`config.mk`:
```
export PLATFORM = sky130hd
export DESIGN_NAME = grf_nrd_sb
export DESIGN_NICKNAME = d
export VERILOG_FILES = /design/src/rtl/grf_nrd_sb.sv
export SDC_FILE = /design/constraint.sdc
export NUM_CORES = 1
export LEC_CHECK = 0
export BUFFER_PORTS_ARGS = -buffer_cell sky130_fd_sc_hd__buf_2
export CAP_MARGIN = 20
export CORE_MARGIN = 4
export CORE_UTILIZATION = 67
export DETAILED_ROUTE_END_ITERATION = 10
export PLACE_DENSITY = 0.95
export SLEW_MARGIN = 15
export SYNTH_ARGS = -nofsm -noshare
export SYNTH_HDL_FRONTEND = slang
export SYNTH_SLANG_ARGS = --single-unit
```
`constraint.sdc`:
```
create_clock -name i_clk -period 7.25 [get_ports i_clk]
set_input_delay 0 -clock i_clk [delete_from_list [all_inputs] [get_ports i_clk]]
set_output_delay 0 -clock i_clk [all_outputs]
set_load 0.02 [all_outputs]
```
`src/rtl/grf_nrd_sb.sv`:
```
// General-purpose register file: one byte-enabled write port, NRD combinational
// read ports with write-through bypass, and a per-register pending-write scoreboard.
module grf_nrd_sb #(
  parameter int DATA_W  = 32,
  parameter int ADDR_W  = 4,
  parameter int NRD     = 2,
  parameter int ZERO_R0 = 0
) (
  input  logic                     i_clk,
  input  logic                     i_rst_b,
  input  logic                     i_clk_en,
  input  logic                     i_cs_b,
  input  logic [ADDR_W-1:0]        i_waddr,
  input  logic [DATA_W/8-1:0]      i_wen,
  input  logic [DATA_W-1:0]        i_din,
  input  logic                     i_release,
  input  logic                     i_claim,
  input  logic [ADDR_W-1:0]        i_claim_addr,
  input  logic [NRD*ADDR_W-1:0]    i_raddr,
  output logic [NRD*DATA_W-1:0]    o_dout,
  output logic [NRD-1:0]           o_rd_pend,
  output logic [ADDR_W:0]          o_pend_cnt
);

  localparam int NB    = DATA_W / 8;
  localparam int DEPTH = 2 ** ADDR_W;
  localparam int CW    = ADDR_W + 1;

  logic [DATA_W-1:0] rf_q [DEPTH];
  logic [DATA_W-1:0] rf_d [DEPTH];
  logic [DEPTH-1:0]  pend_q, pend_d;
  logic [CW-1:0]     cnt_q, cnt_d;

  logic              waddr_zero, claim_zero;
  logic              wr_sel, wr_fire, rel_fire, claim_fire;
  logic              cnt_inc, cnt_dec;
  logic [DATA_W-1:0] merge_w;

  assign waddr_zero = (ZERO_R0 != 0) && (i_waddr == '0);
  assign claim_zero = (ZERO_R0 != 0) && (i_claim_addr == '0);

  // Bypass qualifies on select and byte enables only; clk_en gates storage, not visibility.
  assign wr_sel     = !i_cs_b && (|i_wen);
  assign wr_fire    = i_clk_en && wr_sel && !waddr_zero;
  assign rel_fire   = i_clk_en && !i_cs_b && i_release;
  assign claim_fire = i_clk_en && i_claim && !claim_zero;

  always_comb begin
    merge_w = rf_q[i_waddr];
    for (int k = 0; k < NB; k++) begin
      if (i_wen[k]) merge_w[8*k +: 8] = i_din[8*k +: 8];
    end
  end

  // Claim wins a same-address collision, so the release only counts when it
  // clears a set bit that the claim is not re-asserting.
  assign cnt_inc = claim_fire && !pend_q[i_claim_addr];
  assign cnt_dec = rel_fire && pend_q[i_waddr] &&
                   !(claim_fire && (i_claim_addr == i_waddr));

  always_comb begin
    for (int r = 0; r < DEPTH; r++) rf_d[r] = rf_q[r];
    if (wr_fire) rf_d[i_waddr] = merge_w;

    pend_d = pend_q;
    if (rel_fire)   pend_d[i_waddr]      = 1'b0;
    if (claim_fire) pend_d[i_claim_addr] = 1'b1;

    cnt_d = cnt_q + CW'(cnt_inc) - CW'(cnt_dec);
  end

  always_ff @(posedge i_clk or negedge i_rst_b) begin
    if (!i_rst_b) begin
      for (int r = 0; r < DEPTH; r++) rf_q[r] <= '0;
      pend_q <= '0;
      cnt_q  <= '0;
    end else begin
      for (int r = 0; r < DEPTH; r++) rf_q[r] <= rf_d[r];
      pend_q <= pend_d;
      cnt_q  <= cnt_d;
    end
  end

  assign o_pend_cnt = cnt_q;

  for (genvar p = 0; p < NRD; p++) begin : g_rd
    logic [ADDR_W-1:0] ra;
    logic              ra_zero;
    logic [DATA_W-1:0] rdata;
    logic              rel_hit, claim_hit;

    assign ra        = i_raddr[p*ADDR_W +: ADDR_W];
    assign ra_zero   = (ZERO_R0 != 0) && (ra == '0);
    assign rel_hit   = rel_fire && (i_waddr == ra);
    assign claim_hit = claim_fire && (i_claim_addr == ra);

    always_comb begin
      rdata = rf_q[ra];
      if (ra_zero) begin
        rdata = '0;
      end else if (wr_sel && (i_waddr == ra)) begin
        rdata = merge_w;
      end
    end

    assign o_dout[p*DATA_W +: DATA_W] = rdata;
    assign o_rd_pend[p] = !ra_zero && pend_q[ra] && !(rel_hit && !claim_hit);
  end

endmodule

```
* Word-level counts from Yosys, hierarchy flattened
Cells that the tools add are included.
Storage, ports and cells: bits of input ports 58, output and inout bits 71, logic and storage cells 103, flip-flop bits (word level) 533
Operators by class: magnitude comparators 10, add/sub/neg operators 2, muxes and demuxes 32, reductions and logical operators 30, bitwise gates (word level) 6, equality and inequality tests 5
Operator list (number):
- $bwmux W512 | 1
- $bmux W32 S4 | 3
- $mux W32 | 9
- $demux W32 S4 | 1
- $mux W16 | 2
- $mux W8 | 4
- $logic_and A1 B1 Y1 | 22
- $eq A4 B4 Y1 | 5
- $lt A4 B5 Y1 const B | 4
- $and A16 B16 Y16 | 1
- $bmux W1 S4 | 4
- $not A16 Y16 | 1
- $or A16 B16 Y16 | 1
- $ge A5 B5 Y1 const B | 3
- $not A4 Y5 | 3
- $demux W1 S4 | 2
- $ge A4 B1 Y1 const B | 2
- $logic_not A1 Y1 | 7
- $mux W1 | 6
- $add A5 B1 Y5 | 1
- $lt A5 B1 Y1 const B | 1
- $sub A5 B1 Y5 | 1
- $reduce_or A4 Y1 | 1

* Longest topological paths before layout
Gate-level depths: netlist (run 1).
depth in word-level cells 9, depth in mapped cells 14, mapped depth without buffers 10

* Worst setup path after synthesis (run 1)
Ideal clock, no wire load.
path kind input to register, start input port i_claim_addr[0], end register cnt_q[4] (netlist: o_pend_cnt[4]), buffers on the path 1, arrival time 2957 ps, setup time 124 ps, path slack 4168 ps, cell stages on the path 11, cells stage by stage buf_1 mux4_2 mux4_2 or2_2 ha_1 inv_1 ha_1 fa_1 a21o_1 a21oi_1 xnor2_1
On the way: cells in the longest elaborated chain, start to end 6, elaborated cells on any way between the ends 10, classes of those cells 2 x add/sub; 1 x eq/ne; 2 x mux; 5 x reduce/logical
RTL lines:
- start, declared | line 18 | input logic [ADDR_W-1:0] i_claim_addr,
- $bmux W1 S4 | line 57 | assign cnt_inc = claim_fire && !pend_q[i_claim_addr];
- $mux W1 (not written as such) | line 57
- $logic_not A1 Y1 | line 57
- $logic_and A1 B1 Y1 | line 57
- $add A5 B1 Y5 | line 69 | cnt_d = cnt_q + CW'(cnt_inc) - CW'(cnt_dec);
- $sub A5 B1 Y5 (*) | line 69
- via cnt_d[4] | line 32 | logic [CW-1:0] cnt_q, cnt_d;
- end signal, assigned | line 80 | cnt_q <= cnt_d;
- end, declared | line 32
Mark *: on every way through the listed nets, which the timed path passes. The rest lies on a longest branch. The select of a mux whose other input is x is not followed. A chain may end at the register's enable or synchronous reset.

* Worst setup path after layout (run 1)
start input port i_waddr[2], end output port o_dout[51]
On the way: cells in the longest elaborated chain, start to end 6, elaborated cells on any way between the ends 8, classes of those cells 1 x eq/ne; 5 x mux; 1 x bitwise; 1 x reduce/logical
RTL lines:
- start, declared | line 13 | input logic [ADDR_W-1:0] i_waddr,
- $not A4 Y5 (not written as such) | line 49 | merge_w = rf_q[i_waddr];
- $bmux W32 S4 | line 49
- $mux W32 (not written as such) (2 in a row) | line 49
- $mux W8 | line 51 | if (i_wen[k]) merge_w[8*k +: 8] = i_din[8*k +: 8];
- $mux W32 (*) | line 101 | end else if (wr_sel && (i_waddr == ra)) begin
- end, declared | line 20 | output logic [NRD*DATA_W-1:0] o_dout,
Every way passes the cells marked *; elsewhere a longest branch is shown, timed or not. The select of a mux whose other input is x is not followed.

==> flow_summary_export.csv, run 1 <==
group,metric,value,unit
outcome,status,"finished clean",
die,core-area,0.0502,mm2
cts,cts_tree,"yes",
cells_and_area,drive_gt1_frac,0.590,
critical_path,reg2reg_slack,3970,ps
timing,fin_setup_tns,0,ps
timing,finClkSkew,17.4,ps
routing,drt-initial-drc-count,3812,
routing,drt-vias-per-instance,8.15,
die,die_w,233,um
power,p_leak,15.7,nW
routing,wl_met1,34200,um
die,io_pins,129,
global_routing,grt_overflow_total,0,
global_routing,antenna_found_initial,1,
place,dpl_cell_area,0.0347,mm2
yosys,synth-warning-count,0,
critical_path,worstRegToRegCells,10,
critical_path,cp_max_fo,40,
power,peakVddDrop,214,uV
yosys,yosysUniqueCellTypes,44,
critical_path,required,7250,ps
cells_and_area,num_antenna_cells,0,
yosys,synth-seq-cells,533,
cts,post-cts-setup-buffer-count,0,
yosys,yosysSeqAreaShare,0.392,
critical_path,worstSetupEndpoint,"o_dout[51]",
place,gp_congestion,0.886,
timing,tightest_slew,1200,ps
routing,route.met3.wl,14300,um
global_routing,grt_pass1_wl,159000,um
yosys,async_reset_ff_frac,1.00,
timing,slew_headroom,0.197,
die,dieArea,0.0544,mm2
routing,top_layer,"met5",
global_routing,grt_use_total,0.389,
hold_path,hp-class,"primary input to flip-flop",
critical_path,critPathCaptureType,"primary output",
critical_path,reg2reg_from,"pend_q[15]",
die,num_rows,82,
cells_and_area,final_nets,2351,
cts,cts.sinks,533,
global_routing,grt_pass1_vias,26100,
cts,cts_root_buf,"clkbuf_16",
global_routing,grt_max_degree,155,
routing,drt-total-wl,105000,um
run,max_cap_violations,0,
critical_path,cp-startpoint,"i_waddr[2]",
yosys,syn_inst,2289,
critical_path,arrival,3550,ps
yosys,synthTopCellsByArea,"dfrtp_1 39%, mux4_2 25%, mux2_2 21%",
routing,wl_per_cell,34.9,um
place,dp_hpwl,56000,um
timing,setup_viol_count_final,0,
place,io_buffers,128,
yosys,synth_area_per_cell,14.8,um2
yosys,synth_fp_nets,2353,
cts,insertion_delay,630,ps
critical_path,path_class,"primary input to primary output",
yosys,synth_area,0.0340,mm2
critical_path,regToRegEndpoint,"o_pend_cnt[4]",
yosys,synth_edf_count,0,
routing,wl_met2,48500,um
die,die_y,233,um
power,powerDensity,278,mW/mm2
routing,ant_nets,0,
yosys,synthFlopType,"dfrtp_1",
cts,clk_pin_slew_worst_paths,60,ps
cells_and_area,design_area,0.0368,mm2
critical_path,start_kind,"primary input",
routing,drt_pre_antenna_iters,8,
yosys,yosysMostFrequentCell,"mux2_2",
timing,hold_viol_final,0,
timing,rsz0062_at_grt,"false",
routing,via_count,24500,
timing,fin_crit,3550,ps
cts,cts.path.max_buffers,3,
yosys,synthTopCellsByCount,"619 x mux2_2, 533 x dfrtp_1, 370 x mux4_2",
cts,cts_resized,0,
die,start_util,0.677,
routing,drc,0,
cells_and_area,syn_to_final_growth,8.36,%
cts,htree_num_levels,2,
timing,max_freq,281,MHz
timing,post-route-period-util,0.490,
yosys,yosysTopAreaCell,"dfrtp_1",
cts,cts_buffers,55,
timing,slew_violations,0,
yosys,yosysTopAreaCellShare,0.392,
cells in the final DEF, fill, tap and decap left out, types with 32 or more instances in the layout:
master and n:
a221oi_2 32, a22oi_1 160, a32oi_2 32, buf_2 121, buf_4 41, clkbuf_16 57
dfrtp_1 533, inv_1 37, mux2_2 619, mux4_2 370, nand2_1 104, o21ai_0 32
how the worst min path moves through the flow:
stage,from,to,slack [ps],cells after the start
global placement,i_rst_b,o_pend_cnt[1],120,1
floorplan,i_rst_b,o_pend_cnt[0],-300,0
CTS,i_claim_addr[0],pend_q[8],0.07,3
global route,i_claim_addr[0],pend_q[8],70,3
finish,i_claim_addr[0],pend_q[8],20,3
detailed placement,i_rst_b,o_pend_cnt[1],140,1
power by group:
part           internal (mW)  switching (mW)
combinational           1.59            1.28
sequential              3.59           0.685
clock                   1.84            1.26
worst max-delay path: stages:
cell and delay (ps):
buf_4 520, buf_4 750, and2_1 810, nand2_1 150, a32oi_2 780, mux2_2 320, buf_2 170
final cells by class:
type	instances	area, um2
multi-input cells	1476	19400
fillers	2700	13300
flip-flops and latches	533	13300
clock buffers	77	1620
repair buffers	184	1210
well taps	672	841
clock inverters	24	327
inverters	37	139
cell families after synthesis:
family	Yosys count	synth area share
AO/OA/AOI/OAI	267	0.0720
buffers and inverters	280	0.0426
AND/OR/NAND/NOR	167	0.0250
XOR/XNOR	24	0.00618
multiplexers	1012	0.459
flip-flops	533	0.392
adder cells (fa/ha/maj)	6	0.00243
sequential cells by signal (all words and copies together) (netlist names):
signal,count
o_pend_cnt,5
rf_q,512
pend_q,16
repair_timing:
item	CTS	global route
setup endpoints to repair	0	0
endpoints found under the hold margin	128	0
hold buffers	11	0
through the flow:
step / hold slack, ps / std cells / total power [mW] / util / setup WS, ps
finish: 22.6 / 3003 / 10.2 / 0.734 / 3700
global route: 67.6 / 3003 / 10.6 / 0.734 / 3680
CTS: 0.0665 / 3000 / 10.2 / 0.733 / 3860
detailed placement: 139 / 2888 / 7.03 / 0.692 / 3880
global placement: 123 / 2888 / 6.77 / 0.692 / 3910
floorplan: -296 / 2289 / 6.22 / - / 4170
layer usage:
metal  vias to the layer above  GRT usage
li1                       9087          -
met1                     12400      0.486
met2                      2281      0.591
met3                       658      0.128
met4                         2      0.246
met5                         -          0
(Power assumes the default switching activity.)
==> inputs of run 2 (changes only) <==
--- a/config.mk
+++ b/config.mk
@@ -8,9 +8,9 @@
 export BUFFER_PORTS_ARGS = -buffer_cell sky130_fd_sc_hd__buf_2
 export CAP_MARGIN = 20
 export CORE_MARGIN = 4
-export CORE_UTILIZATION = 67
+export CORE_UTILIZATION = 63
 export DETAILED_ROUTE_END_ITERATION = 10
-export PLACE_DENSITY = 0.95
+export PLACE_DENSITY = 0.93
 export SLEW_MARGIN = 15
 export SYNTH_ARGS = -nofsm -noshare
 export SYNTH_HDL_FRONTEND = slang
==> constraint.sdc (replaced) <==
create_clock -name i_clk -period 3.6 [get_ports i_clk]
set_input_delay 0 -clock i_clk [delete_from_list [all_inputs] [get_ports i_clk]]
set_output_delay 0 -clock i_clk [all_outputs]
set_load 0.02 [all_outputs]
==> flow_summary_export.csv, run 2 (same netlist as run 1, synthesis figures left out) <==
group,metric,value,unit
critical_path,path_class,"flip-flop to flip-flop",
place,gp_congestion,0.906,
cells_and_area,drive_gt1_frac,0.596,
global_routing,grt_max_degree,105,
routing,via_count,24900,
cts,insertion_delay,640,ps
global_routing,antenna_found_initial,4,
global_routing,grt_pass1_vias,26300,
place,dp_hpwl,62300,um
timing,rsz0062_at_grt,"false",
critical_path,slowest_stage,"mux4_2",
cts,cts.sinks,533,
power,p_leak,15.9,nW
routing,wl_met2,49100,um
critical_path,slowest_delay,490,ps
power,switching_share,0.317,
power,powerDensity,551,mW/mm2
cts,cts_root_buf,"clkbuf_16",
die,start_util,0.642,
die,num_rows,84,
run,max_cap_violations,0,
die,die_y,240,um
routing,route.met3.wl,14900,um
die,core-area,0.0530,mm2
cts,clk_pin_slew_worst_paths,70,ps
routing,ant_nets,0,
critical_path,cp_max_fo,5,
die,io_pins,129,
routing,top_layer,"met5",
critical_path,required,4160,ps
power,clkPwrFrac,0.298,
timing,fin_crit,3180,ps
die,dieArea,0.0577,mm2
cts,htree_num_levels,2,
cells_and_area,final_nets,2393,
global_routing,grt_use_total,0.375,
routing,wl_per_cell,35.1,um
timing,setup_viol_count_final,0,
timing,finClkSkew,42.1,ps
cells_and_area,fillCellCount,3178,
routing,drt-total-wl,108000,um
routing,drt-vias-per-instance,8.12,
cts,post-cts-setup-buffer-count,0,
cts,cts_resized,0,
timing,max_freq,314,MHz
cells_and_area,syn_to_final_growth,10.0,%
global_routing,grt_pass1_wl,162000,um
routing,wl_met1,35100,um
power,peakVddDrop,434,uV
routing,drt-initial-drc-count,3683,
cells_and_area,final_cell_mix,"619 x mux2_2, 533 x dfrtp_1, 370 x mux4_2, 160 x a22oi_1, 121 x buf_2",
cells_and_area,final_common_cell,"mux2_2",
power,switching_power,6.52,mW
timing,post-route-period-util,0.883,
critical_path,critical_path.cell_chain,"mux4_2, mux4_2, or2_2, ha_1, inv_1, ha_1, fa_1, a21o_1, a21oi_1, xnor2_1",
timing,hold_viol_final,0,
outcome,status,"finished clean",
cts,cts.path.max_buffers,3,
timing,slew_violations,0,
critical_path,critPathCaptureType,"flip-flop",
timing,tightest_slew,1010,ps
critical_path,start_kind,"flip-flop",
power,internal_power,14.1,mW
die,die_w,240,um
timing,whs,30.6,ps
critical_path,reg2reg_from,"pend_q[3]",
cells_and_area,largest_reg_flops,512,
hold_path,hp-class,"primary input to async pin",
global_routing,grt_overflow_total,0,
cts,cts_buffers,55,
cts,cts_tree,"yes",
timing,fin_setup_tns,0,ps
power,combPwrFrac,0.284,
critical_path,cp-startpoint,"pend_q[3]",
routing,drc,0,
routing,drt_pre_antenna_iters,8,
critical_path,arrival,3740,ps
timing,slew_headroom,0.323,
cells_and_area,top_register,"rf_q",
power,p_seq_frac,0.418,
place,io_buffers,128,
-- run 2: cell types whose count changed in the layout (fill, tap and decap cells not counted), sizes merged --
cell         change
clkbuf           +1
clkinvlp         +1
bufinv           -1
clkinv           -2
diode            +1
buf             +40
inv              +1
dlygate4sd3      +2
-- run 2: final timing paths --
check                           endpoint  slack [ps]  depth (start not counted)
min in group i_clk             pend_q[0]          40                          3
max in group asynchronous      rf_q[100]        2490                          3
hold reg to reg            o_pend_cnt[0]         540                          1
setup / recovery           o_pend_cnt[4]         420                         10
setup reg to reg           o_pend_cnt[4]         420                         10
hold / removal                 rf_q[288]          30                          2
-- run 2: through the flow --
stage               cells  setup slack (ps)   util  cell area (um2)  power [mW]
CTS                  3061               424  0.706            37400        20.4
global placement     2947               427  0.667            35400        13.7
detailed placement   2947               457  0.667            35400        14.2
floorplan            2289               518      -            34000        12.5
global route         3061               298  0.706            37400        21.2
finish               3062               420  0.706            37400        20.6
-- run 2: power groups by stage --
stage,Combinational (mW),Clock (mW),Sequential [mW]
2_1_floorplan,4.39,0,8.13
3_3_place_gp,5.43,0,8.28
3_5_place_dp,5.67,0,8.54
4_1_cts,5.80,6.12,8.50
5_1_grt,6.17,6.36,8.71
6_report,5.86,6.13,8.61
-- run 2: area by class of cell --
cell class / count / area [um2] / share of cell area
tap: 688 / 861 / 0.0230
antenna: 1 / 2.50 / 0.0000669
multi-input combinational: 1476 / 19400 / 0.518
inverter: 37 / 139 / 0.00371
clock inverter: 23 / 303 / 0.00810
sequential: 533 / 13300 / 0.357
timing repair buffer: 226 / 1790 / 0.0479
clock buffer: 78 / 1600 / 0.0429
-- run 2: metal layers --
layer	vias up	global-route usage
met3	722	0.133
met1	12600	0.463
met4	6	0.237
met5	-	0
met2	2356	0.568
li1	9192	-
-- run 2: timing repair --
action	4_1_cts	5_1_grt
endpoints found under the setup margin	0	0
hold endpoints to repair	100	0
hold buffers	13	0
-- run 2: critical path: cells and delay by family (launching register included) --
family / cells / cell delay, ps
buffers and inverters: 1 / 40
adders and majority gates: 3 / 910
xor gates and xnor gates: 1 / 130
and+or+nand+nor: 1 / 290
muxes: 2 / 950
DFF: 1 / 430
AOI/OAI and AO/OA: 2 / 350
